## src/rtl/l1a_sample_capture_if.sv

```systemverilog
// Trigger/control bundle between the L1A
// source, the capture framer and the sample buffer.
interface l1a_sample_capture_if #(
  parameter int NSAMP_W = 5,
  parameter int EVT_W   = 12
);
  logic               L1A;
  logic               L1A_MATCH;
  logic               L1A_CNT_RST;
  logic [NSAMP_W-1:0] NSAMP;
  logic               PIPE_RUN;
  logic               BUF_AFULL;
  logic               HDR_WE;
  logic [EVT_W-1:0]   EVT_NUM;
  logic               SAMP_WE;
  logic [NSAMP_W-1:0] SAMP_IDX;
  logic               FIRST;
  logic               LAST;
  logic               EVT_DONE;
  logic               BUSY;
  logic               DROP;
  logic [7:0]         DROP_CNT;

  modport master (
    output L1A,
    output L1A_MATCH,
    output L1A_CNT_RST,
    output NSAMP,
    output PIPE_RUN,
    output BUF_AFULL,
    input  HDR_WE,
    input  EVT_NUM,
    input  SAMP_WE,
    input  SAMP_IDX,
    input  FIRST,
    input  LAST,
    input  EVT_DONE,
    input  BUSY,
    input  DROP,
    input  DROP_CNT
  );

  modport slave (
    input  L1A,
    input  L1A_MATCH,
    input  L1A_CNT_RST,
    input  NSAMP,
    input  PIPE_RUN,
    input  BUF_AFULL,
    output HDR_WE,
    output EVT_NUM,
    output SAMP_WE,
    output SAMP_IDX,
    output FIRST,
    output LAST,
    output EVT_DONE,
    output BUSY,
    output DROP,
    output DROP_CNT
  );
endinterface

```

## src/rtl/l1a_sample_capture.sv

```systemverilog
// Frames NSAMP pipeline words per accepted L1A
// as header, samples and end-of-event strobes.
module l1a_sample_capture #(
  parameter int NSAMP_W  = 5,
  parameter int MAX_SAMP = 16,
  parameter int EVT_W    = 12
) (
  input logic CLK,
  input logic RST,
  l1a_sample_capture_if.slave bus
);

  typedef enum logic [1:0] {
    IDLE,
    HDR,
    SAMP,
    DONE
  } state_t;

  localparam logic [NSAMP_W-1:0] MAX_S =
    NSAMP_W'(MAX_SAMP);
  localparam logic [NSAMP_W-1:0] ONE_S =
    NSAMP_W'(1);

  state_t             state_q;
  state_t             state_d;
  logic [EVT_W-1:0]   cnt_q;
  logic [EVT_W-1:0]   cnt_d;
  logic [NSAMP_W-1:0] nlat_q;
  logic [NSAMP_W-1:0] nsamp_c;
  logic [NSAMP_W-1:0] idx_d;
  logic [NSAMP_W-1:0] last_idx;
  logic [7:0]         dcnt_d;
  logic               accept;
  logic               reject;
  logic               samp_d;
  logic               last_d;

  always_comb begin
    nsamp_c = bus.NSAMP;
    if (bus.NSAMP == '0)
      nsamp_c = ONE_S;
    else if (bus.NSAMP > MAX_S)
      nsamp_c = MAX_S;
  end

  // Pipeline data cannot stall, so gating
  // only applies at the accept decision.
  assign accept = bus.L1A
                & bus.L1A_MATCH
                & (state_q == IDLE)
                & bus.PIPE_RUN
                & ~bus.BUF_AFULL;

  assign reject = bus.L1A
                & bus.L1A_MATCH
                & ~accept;

  always_comb begin
    cnt_d = cnt_q;
    if (bus.L1A_CNT_RST)
      cnt_d = EVT_W'(bus.L1A);
    else if (bus.L1A)
      cnt_d = cnt_q + EVT_W'(1);
  end

  always_comb begin
    dcnt_d = bus.DROP_CNT;
    if (bus.L1A_CNT_RST)
      dcnt_d = {7'd0, reject};
    else if (reject && bus.DROP_CNT != 8'hFF)
      dcnt_d = bus.DROP_CNT + 8'd1;
  end

  assign last_idx = nlat_q - ONE_S;

  always_comb begin
    state_d = state_q;
    idx_d   = '0;
    unique case (state_q)
      IDLE: begin
        if (accept)
          state_d = HDR;
      end
      HDR: begin
        state_d = SAMP;
      end
      SAMP: begin
        if (bus.SAMP_IDX == last_idx)
          state_d = DONE;
        else
          idx_d = bus.SAMP_IDX + ONE_S;
      end
      DONE: begin
        state_d = IDLE;
      end
      default: begin
        state_d = IDLE;
      end
    endcase
  end

  assign samp_d = (state_d == SAMP);
  assign last_d = samp_d
                & (idx_d == last_idx);

  always_ff @(posedge CLK or posedge RST) begin
    if (RST) begin
      state_q      <= IDLE;
      cnt_q        <= '0;
      nlat_q       <= '0;
      bus.HDR_WE   <= 1'b0;
      bus.EVT_NUM  <= '0;
      bus.SAMP_WE  <= 1'b0;
      bus.SAMP_IDX <= '0;
      bus.FIRST    <= 1'b0;
      bus.LAST     <= 1'b0;
      bus.EVT_DONE <= 1'b0;
      bus.BUSY     <= 1'b0;
      bus.DROP     <= 1'b0;
      bus.DROP_CNT <= '0;
    end else begin
      state_q      <= state_d;
      cnt_q        <= cnt_d;
      bus.HDR_WE   <= (state_d == HDR);
      bus.SAMP_WE  <= samp_d;
      bus.SAMP_IDX <= samp_d ? idx_d : '0;
      bus.FIRST    <= samp_d & (idx_d == '0);
      bus.LAST     <= last_d;
      bus.EVT_DONE <= (state_d == DONE);
      bus.BUSY     <= (state_d != IDLE);
      bus.DROP     <= reject;
      bus.DROP_CNT <= dcnt_d;
      if (accept) begin
        bus.EVT_NUM <= cnt_d;
        nlat_q      <= nsamp_c;
      end
    end
  end

endmodule

```

## src/flat_wrapper.sv

```systemverilog
// flat-port wrapper written by rule: the top's interface ports become plain ports
module l1a_sample_capture_flat 
#(
  parameter int NSAMP_W  = 5,
  parameter int MAX_SAMP = 16,
  parameter int EVT_W    = 12
)
  (CLK, RST, bus_L1A, bus_L1A_MATCH, bus_L1A_CNT_RST, bus_NSAMP, bus_PIPE_RUN, bus_BUF_AFULL, bus_HDR_WE, bus_EVT_NUM, bus_SAMP_WE, bus_SAMP_IDX, bus_FIRST, bus_LAST, bus_EVT_DONE, bus_BUSY, bus_DROP, bus_DROP_CNT);
  l1a_sample_capture_if #(.NSAMP_W(NSAMP_W), .EVT_W(EVT_W)) bus_i ();
  input logic CLK;
  input logic RST;
  input wire logic [$bits(bus_i.L1A)-1:0] bus_L1A;
  input wire logic [$bits(bus_i.L1A_MATCH)-1:0] bus_L1A_MATCH;
  input wire logic [$bits(bus_i.L1A_CNT_RST)-1:0] bus_L1A_CNT_RST;
  input wire logic [$bits(bus_i.NSAMP)-1:0] bus_NSAMP;
  input wire logic [$bits(bus_i.PIPE_RUN)-1:0] bus_PIPE_RUN;
  input wire logic [$bits(bus_i.BUF_AFULL)-1:0] bus_BUF_AFULL;
  output wire logic [$bits(bus_i.HDR_WE)-1:0] bus_HDR_WE;
  output wire logic [$bits(bus_i.EVT_NUM)-1:0] bus_EVT_NUM;
  output wire logic [$bits(bus_i.SAMP_WE)-1:0] bus_SAMP_WE;
  output wire logic [$bits(bus_i.SAMP_IDX)-1:0] bus_SAMP_IDX;
  output wire logic [$bits(bus_i.FIRST)-1:0] bus_FIRST;
  output wire logic [$bits(bus_i.LAST)-1:0] bus_LAST;
  output wire logic [$bits(bus_i.EVT_DONE)-1:0] bus_EVT_DONE;
  output wire logic [$bits(bus_i.BUSY)-1:0] bus_BUSY;
  output wire logic [$bits(bus_i.DROP)-1:0] bus_DROP;
  output wire logic [$bits(bus_i.DROP_CNT)-1:0] bus_DROP_CNT;
  assign bus_i.L1A = bus_L1A;
  assign bus_i.L1A_MATCH = bus_L1A_MATCH;
  assign bus_i.L1A_CNT_RST = bus_L1A_CNT_RST;
  assign bus_i.NSAMP = bus_NSAMP;
  assign bus_i.PIPE_RUN = bus_PIPE_RUN;
  assign bus_i.BUF_AFULL = bus_BUF_AFULL;
  assign bus_HDR_WE = bus_i.HDR_WE;
  assign bus_EVT_NUM = bus_i.EVT_NUM;
  assign bus_SAMP_WE = bus_i.SAMP_WE;
  assign bus_SAMP_IDX = bus_i.SAMP_IDX;
  assign bus_FIRST = bus_i.FIRST;
  assign bus_LAST = bus_i.LAST;
  assign bus_EVT_DONE = bus_i.EVT_DONE;
  assign bus_BUSY = bus_i.BUSY;
  assign bus_DROP = bus_i.DROP;
  assign bus_DROP_CNT = bus_i.DROP_CNT;
  l1a_sample_capture #(.NSAMP_W(NSAMP_W), .MAX_SAMP(MAX_SAMP), .EVT_W(EVT_W)) u_core (.CLK(CLK), .RST(RST), .bus(bus_i));
endmodule
```

## config.mk

```make
export PLATFORM = sky130hd
export DESIGN_NAME = l1a_sample_capture_flat
export DESIGN_NICKNAME = d
export VERILOG_FILES = /design/src/rtl/l1a_sample_capture_if.sv /design/src/rtl/l1a_sample_capture.sv /design/src/flat_wrapper.sv
export SDC_FILE = /design/constraint.sdc
export NUM_CORES = 1
export LEC_CHECK = 0
export BUFFER_PORTS_ARGS = -buffer_cell sky130_fd_sc_hd__buf_4
export CAP_MARGIN = 25
export CORE_MARGIN = 4
export CORE_UTILIZATION = 50
export CTS_BUF_LIST = sky130_fd_sc_hd__clkbuf_4 sky130_fd_sc_hd__clkbuf_8
export CTS_CLUSTER_DIAMETER = 150
export DETAILED_ROUTE_END_ITERATION = 10
export GPL_TIMING_DRIVEN = 0
export PLACE_DENSITY_LB_ADDON = 0.05
export SYNTH_ARGS = -nofsm -noshare
export SYNTH_HDL_FRONTEND = slang
export SYNTH_SLANG_ARGS = --single-unit
```

## constraint.sdc

```tcl
create_clock -name CLK -period 5.07 [get_ports CLK]
set_input_delay 1.014 -clock CLK [delete_from_list [all_inputs] [get_ports CLK]]
set_output_delay 1.014 -clock CLK [all_outputs]
set_load 0.01 [all_outputs]
```

==> metrics.md, run 1 <==
| Metric | Value |
|---|---|
| Status | `finished, final reports clean` |
| Worst relative slew slack | `65.3%` |
| Area share of the largest cell type after synthesis | `between 40% and 50%` |
| Most used cell, CP | `xor2_1` |
| DRT met1 WL | `between 2 and 3 mm` |
| Initial core utilization | `between 50 and 60%` |
| Global route overflow | `0` |
| Final core utilization | `63.8%` |
| Crit. End Element | `flip-flop` |
| Share of cells above drive strength 1 | `a little over a fifth` |
| Largest net degree at the start of global routing | `40` |
| Clk root buf | `clkbuf_8` |
| Hold endpoint | `u_core.bus.EVT_NUM[3]$_DFFE_PP0P_` |
| # DRC | `0` |
| Crit path largest cell delay | `0.52 ns` |
| DRT Pass-1 Iters | `4` |
| TritonCTS buffer count | `5` |
| Hold path start | `u_core.bus.EVT_NUM[3]$_DFFE_PP0P_` |
| Crit. path cell count | `7` |
| Clock latency on the worst-skew pair | `about 0.3 ns` |
| DIE WIDTH | `~80 µm` |
| Multi-input gate area | `~1200 µm²` |
| Register Area | `roughly 1300 µm²` |
| R2r endpoint | `u_core.bus.LAST$_DFF_PP0_` |
| Htree depth | `2` |
| Max-slew violation count | `0` |
| RSZ-0062 raised after global routing | `no` |
| Final Cell Area | `just over 3000 µm²` |
| Worst-path clk slew | `roughly 0.090 ns` |
| Critical path fanouts, max | `6` |
| Detail Route Antenna Nets | `0` |
| Pre-CTS WS | `2.75 ns` |
| Worst-path cell chain | `inv_1, ha_1, xor2_1, xor2_1, o41ai_2, o2111ai_1, a221oi_1` |
| Setup slack, reg-to-reg | `around 2.8 ns` |
| Area grow syn2layout | `20.0%` |
| WL final | `5.39 mm` |
| Synth unique cells | `46` |
| Post-synth EDFFs | `0` |
| First-pass GRT wire length | `around 9.3 mm` |
| Post-Route Setup TNS | `0 ns` |
| Number of buffers and inverters on the critical path | `1` |
| Final setup vio count | `0` |
| Worst hold path depth | `2` |
| Resized Gates After CTS | `0` |
| Max Clk Rate | `between 400 and 500 MHz` |
| DR WL/cell | `around 14 µm` |
| Dpl cells | `365` |
| DR vias | `between 1500 and 2000` |
| PortBufs | `43` |
| CTS max path bufs | `2` |
| Initial DRC Count | `68` |
| R2R Path Start | `u_core.nlat_q[0]$_DFFE_PP0P_` |
| Synth area leaders | `dfrtp_1 (50%), xor2_1 (5.8%), xnor2_1 (5.4%)` |
| Fin crit share | `between 40% and 50%` |
| Routed met3 length | `about 240 µm` |
| Kind of critical path | `reg -> reg` |
| Vias in the first global route | `1945` |
| N_diodes | `0` |
| Tmin final | `around 2.3 ns` |
| Worst Tran Pin Value | `between 0.5 and 0.6 ns` |
| Sequential area share after synthesis | `between 40 and 50%` |
| Startpoint Class | `flip-flop` |
| Syn_nets | `approximately 270` |
| Hold Buf Count CTS | `0` |
| Fillers | `416` |
| Die area | `roughly 6400 µm²` |
| Site row count | `25` |
| Worst setup path start | `u_core.nlat_q[0]$_DFFE_PP0P_` |
| WP data required | `around 5.3 ns` |
| Worst min path class | `reg -> reg` |
| Syn avg cell area | `~10 µm²` |
| Synth async-reset ratio | `between 90% and 100%` |
| # Post-CTS Setup Buffers | `0` |
| Power per Cell Area | `407 nW/µm²` |
| Slowest cell on the critical path | `o41ai_2` |
| Final Skew | `~0.010 ns` |
| Worst VDD drop | `roughly 0.19 mV` |
| Critical path's top delay family | `compound AO/OA/AOI/OAI gates` |
| Leak | `1.46 nW` |
| Boundary Pins | `between 40 and 50` |
| Vert. Die Dim | `about 80 µm` |
| Critical path arrival | `about 2.5 ns` |
| YS warnings | `0` |
| Flop and latch count out of synthesis | `between 50 and 60` |
| Antenna violations before repair | `0` |
| Worst setup margin | `between 2 and 3 ns` |
| Core ar. | `a little under 5000 µm²` |
| R2R cell count | `7` |
| Dominant synthesized flop cell | `dfrtp_1` |
| Placed Instance Area | `between 3000 and 4000 µm²` |
| DR top layer | `met4` |
| Syn Inst Count | `around 250` |
| Hold Vio Cnt, Final | `0` |
| Post-Syn Area | `roughly 2600 µm²` |
| Layout Cells excl Fill | `373` |
| Via density | `roughly 5.3` |
| Nets | `between 300 and 400` |
| Final HPWL DP | `around 4.0 mm` |
| Gr usage total | `between 10% and 20%` |
| Routed met2 length | `2.54 mm` |
| Area leader, netlist | `dfrtp_1` |
| CTS tree | `done` |
| Clk sinks | `slightly above 50` |
| Gp weighted congestion | `0.754` |
| MaxCap Viol Count | `0` |
-- flip-flops by register name, indices dropped and copies added, names as in the netlist --
register,flops
u_core.bus.BUSY,1
u_core.bus.DROP,1
u_core.bus.DROP_CNT,8
u_core.bus.EVT_DONE,1
u_core.bus.EVT_NUM,12
u_core.bus.FIRST,1
u_core.bus.HDR_WE,1
u_core.bus.LAST,1
u_core.bus.SAMP_IDX,5
u_core.bus.SAMP_WE,1
u_core.cnt_q,12
u_core.nlat_q,5
u_core.state_q,2
-- kinds of logic (layout without fill, tap and decap cells) --
logic type	count (synthesis)	count (layout)	share of synthesized area (%)
buffers and inverters	21	73	3.40
flip-flops	51	51	49.5
AND/OR/NAND/NOR	109	109	21.2
adder cells (fa/ha/maj)	6	6	2.91
multiplexers	2	2	0.826
AO/OA/AOI/OAI	30	30	9.37
XOR/XNOR	35	35	12.7
-- cell usage after synthesis, types with 2 or more instances --
cell type,count
ha_1,6
nand3b_1,5
nand2_1,34
nor3b_1,2
or3_1,2
and3_1,6
nor4_1,2
xnor2_1,16
nand4_1,6
o31ai_1,9
xor2_1,17
nand2b_1,3
and2_1,5
clkbuf_1,9
nor2_1,28
nand3_1,8
inv_1,10
dfrtp_1,51
a21oi_1,2
o211ai_1,3
o21ai_0,5
-- layer usage --
layer / GRT usage (%) / up-vias
li1: - / 965
met1: 26.1 / 955
met2: 30.7 / 43
met3: 3.50 / 4
met4: 5.41 / 0
met5: 0 / -
-- worst min-delay path: cells and delay by family, from the launching register on --
family / cells / cell delay (ns)
flops: 1 / 0.35
simple gates: 2 / 0.10
-- power breakdown --
group	internal, mW	switching (mW)	total [mW]
Clock	0.102	0.131	0.233
Sequential	0.470	0.0478	0.518
Combinational	0.237	0.269	0.506
Total	0.809	0.448	1.26
-- worst max path at each step --
| stage | to |
|---|---|
| detailed placement | u_core.bus.DROP_CNT[5]$_DFFE_PP0P_ |
| finish | u_core.bus.LAST$_DFF_PP0_ |
| floorplan | u_core.bus.BUSY$_DFF_PP0_ |
| global route | u_core.bus.LAST$_DFF_PP0_ |
| CTS | u_core.bus.LAST$_DFF_PP0_ |
| global placement | u_core.bus.EVT_NUM[1]$_DFFE_PP0P_ |
-- final cells by class --
class / instances / area share [%]
sequential: 51 / 41.3
timing repair buffer: 44 / 11.1
multi-input combinational: 182 / 39.2
clock inverter: 2 / 0.405
buffer: 11 / 1.62
tap: 67 / 2.71
clock buffer: 6 / 2.47
inverter: 10 / 1.21
-- layout by cell type, fill, tap and decap left out, types with 2 or more instances in the layout --
master	instances
xnor2_1	16
xor2_1	17
dfrtp_1	51
and2_1	5
inv_1	9
nand3b_1	5
nand3_1	8
nor2_1	28
and3_1	6
nor4_1	2
nand2_1	34
buf_4	43
clkbuf_1	9
nor3b_1	2
o21ai_0	5
clkbuf_8	5
nand2b_1	3
nand4_1	6
or3_1	2
o211ai_1	3
ha_1	6
o31ai_1	9
a21oi_1	2
-- through the flow --
step | hold slack, ns | total power, mW
6_report | 0.481 | 1.26
5_1_grt | 0.502 | 1.37
4_1_cts | 0.489 | 1.28
3_5_place_dp | 0.466 | 1.04
3_3_place_gp | 0.463 | 1.02
2_1_floorplan | 0.499 | 0.896
Power figures use the tool's default switching activity.
==> run 2: changes to the inputs <==
Settings changed: ABC_AREA set to 1.
Clock period 5.07 ns to 2.01 ns, I/O delays scaled along.
==> run 2 against run 1 <==
  * Register-to-register slack got worse by 2.7 ns
  * Flip-flop and latch count unchanged
  * Non-clock buffer count is 1 lower
==> metrics.md, run 2 <==
| Metric | Value |
|---|---|
| Status | `finished, final reports clean` |
| Post-synth EDFFs | `0` |
| Worst-path cell chain | `inv_2, ha_4, nand2_1, inv_1, nor2_1, nand2_1, nor2_2, nand4_2, buf_6, nand3_2, nand2_1, nor2_1, nand2_1, nor2_1` |
| Dominant synthesized flop cell | `dfrtp_1` |
| Worst Tran Pin Value | `between 0.4 and 0.5 ns` |
| Final setup vio count | `0` |
| Simple-gate portion of the synthesized area | `between 20 and 30%` |
| Largest net degree at the start of global routing | `between 40 and 50` |
| Post-Syn Area | `roughly 2600 µm²` |
| DRT Pass-1 Iters | `4` |
| # DRC | `0` |
| Power per Cell Area | `about 950 nW/µm²` |
| Hold Buf Count CTS | `0` |
| Initial core utilization | `between 50% and 60%` |
| Final Skew | `between 0.015 and 0.02 ns` |
| Startpoint Class | `flip-flop` |
| Post-Route Setup TNS | `0 ns` |
| Clk sinks | `51` |
| Syn_nets | `roughly 340` |
| Most common cell in the synthesized netlist | `nand2_1` |
| CTS tree | `done` |
| Final HPWL DP | `3.90 mm` |
| Syn avg cell area | `7.88 µm²` |
| CTS max path bufs | `2` |
| Nets | `around 400` |
| Worst setup path start | `u_core.nlat_q[0]$_DFFE_PP0P_` |
| DIE WIDTH | `just under 80 µm` |
| Sequential area share after synthesis | `49.8%` |
| Compound-Gate Fraction of Synth Area | `8.79%` |
| Most common cell after layout, fill and taps aside | `nand2_1` |
| Post-synthesis adder-cell area fraction | `2.93%` |
| DR WL/cell | `~11 µm` |
| Crit path largest cell delay | `0.42 ns` |
| Core ar. | `between 4000 and 5000 µm²` |
| Flop and latch count out of synthesis | `51` |
| Max Clk Rate | `528 MHz` |
| MaxCap Viol Count | `0` |
| Area grow syn2layout | `22.6%` |
| YS warnings | `0` |
| DR vias | `~2200` |
| WP data required | `approximately 2.2 ns` |
| Top cell types by occurrence after synthesis | `nand2_1 (92), dfrtp_1 (51), inv_1 (47)` |
| Critical path fanouts, max | `10` |
| Biggest regs | `u_core.bus.EVT_NUM: 12 flops, u_core.cnt_q: 12 flops, u_core.bus.DROP_CNT: 8 flops` |
| Worst-path clk slew | `about 0.090 ns` |
| Global route overflow | `0` |
| Worst VDD drop | `~0.80 mV` |
| Crit. End Element | `flip-flop` |
| Area leader, netlist | `dfrtp_1` |
| N_diodes | `0` |
| Critical path arrival | `2.12 ns` |
| TritonCTS buffer count | `5` |
| Vias in the first global route | `a little over 2000` |
| R2R Path Start | `u_core.nlat_q[0]$_DFFE_PP0P_` |
| Detail Route Antenna Nets | `0` |
| Worst relative slew slack | `69.2%` |
| Hold slack final | `0.0159 ns` |
| Clk root buf | `clkbuf_8` |
| WL final | `just over 5 mm` |
| Slowest cell on the critical path | `dfrtp_1` |
| Boundary Pins | `between 40 and 50` |
| Tmin final | `approximately 1.9 ns` |
| Final core utilization | `between 60% and 70%` |
| Kind of critical path | `reg -> reg` |
| Gp weighted congestion | `between 0.8 and 0.9` |
| Worst min path class | `in -> async` |
| XOR/XNOR Fraction of Synth Area | `less than 1%` |
| Synth area leaders | `dfrtp_1 (50%), nand2_1 (13%), inv_1 (6.9%)` |
| Hold Vio Cnt, Final | `0` |
| Most frequent cells in the layout | `nand2_1 (92), dfrtp_1 (51), buf_4 (47)` |
| Htree depth | `2` |
| First-pass GRT wire length | `8.95 mm` |
| PortBufs | `between 40 and 50` |
| Leak | `1.67 nW` |
| Vert. Die Dim | `a little under 80 µm` |
| Clock latency on the worst-skew pair | `a little over 0.3 ns` |
| Die area | `between 6000 and 7000 µm²` |
| Share of cells above drive strength 1 | `roughly 22%` |
| Area share of the largest cell type after synthesis | `49.8%` |
| Largest family of logic cells by synthesized area | `simple AND/OR/NAND/NOR gates` |
| Multiplexer area fraction after synthesis | `0%` |
| Worst setup margin | `0.114 ns` |
| Initial DRC Count | `87` |
| Via density | `between 4 and 5` |
| Antenna violations before repair | `0` |
| Syn Inst Count | `roughly 330` |
| Gr usage total | `between 10% and 20%` |
| Synth unique cells | `31` |
| Synth async-reset ratio | `100%` |
| Fin crit share | `a little over nine tenths` |
| Site row count | `25` |
| Max-slew violation count | `0` |
| Pre-CTS WS | `approximately 0.081 ns` |
| Most used cell, CP | `nand2_1` |
## run 2: cell count changes after synthesis, sizes merged, moves of 10 or more
cell   change
nand2     +65
xnor2     -17
inv       +42
nand3     +12
xor2      -16
a21oi     +14
o31ai     -10
## run 2: cell type report
cell class / instances / area [µm²]
flip-flops and latches: 51 / 1280
well taps: 67 / 83.8
clock buffers: 6 / 82.6
inverters: 52 / 195
multi-input cells: 216 / 1080
fillers: 419 / 1710
repair buffers: 48 / 373
plain buffers: 6 / 36.3
clock inverters: 2 / 13.8
## run 2: logic make-up after synthesis
| kind of cell | count (synthesis) |
|---|---|
| AO/OA/AOI/OAI | 41 |
| XOR/XNOR | 1 |
| flip-flops | 51 |
| AND/OR/NAND/NOR | 168 |
| adder cells (fa/ha/maj) | 6 |
| buffers and inverters | 58 |
## run 2: path summary, 6_finish.rpt
path	slack, ns	endpoint	cells after the start
setup / recovery	0.11	u_core.bus.LAST$_DFF_PP0_	14
hold / removal	0.02	u_core.bus.EVT_NUM[2]$_DFFE_PP0P_	2
setup reg to reg	0.11	u_core.bus.LAST$_DFF_PP0_	14
hold reg to reg	0.49	u_core.bus.EVT_NUM[11]$_DFFE_PP0P_	2
max in group asynchronous	1.50	u_core.bus.FIRST$_DFF_PP0_	3
min in group CLK	0.36	u_core.nlat_q[4]$_DFFE_PP0P_	3
## run 2: critical path: cells and delay by family, from the launching register on
family,cells,cell delay (ns)
fa+ha+maj,1,0.23
buf+inv,3,0.35
flops,1,0.42
simple gates,10,0.82
## run 2: layer usage
layer | vias to the layer above | wire (µm) | track usage [%]
met4 | 0 | 64 | 5.15
met5 | - | 0 | 0
li1 | 1129 | - | -
met3 | 7 | 273 | 4.18
met1 | 974 | 2430 | 24.0
met2 | 42 | 2300 | 28.5
## run 2: repair_timing
item	CTS	global route
resized for setup	0	5
setup endpoints to repair	0	9
setup buffers	0	4
endpoints found under the hold margin	0	0
## run 2: per-stage QoR
step                      cell area, µm²  std cells  total power, mW
after global placement              2970        435             2.30
after CTS                           3090        444             2.95
after floorplan                     2560        325             2.01
after global routing                3140        448             3.27
after detailed placement            2990        436             2.32
final                               3140        448             3.00
## run 2: where the power goes
part / switching [mW] / total [mW] / internal [mW]
Combinational: 0.653 / 1.13 / 0.473
Clock: 0.333 / 0.615 / 0.282
Sequential: 0.0940 / 1.26 / 1.17
Total: 1.08 / 3.00 / 1.92
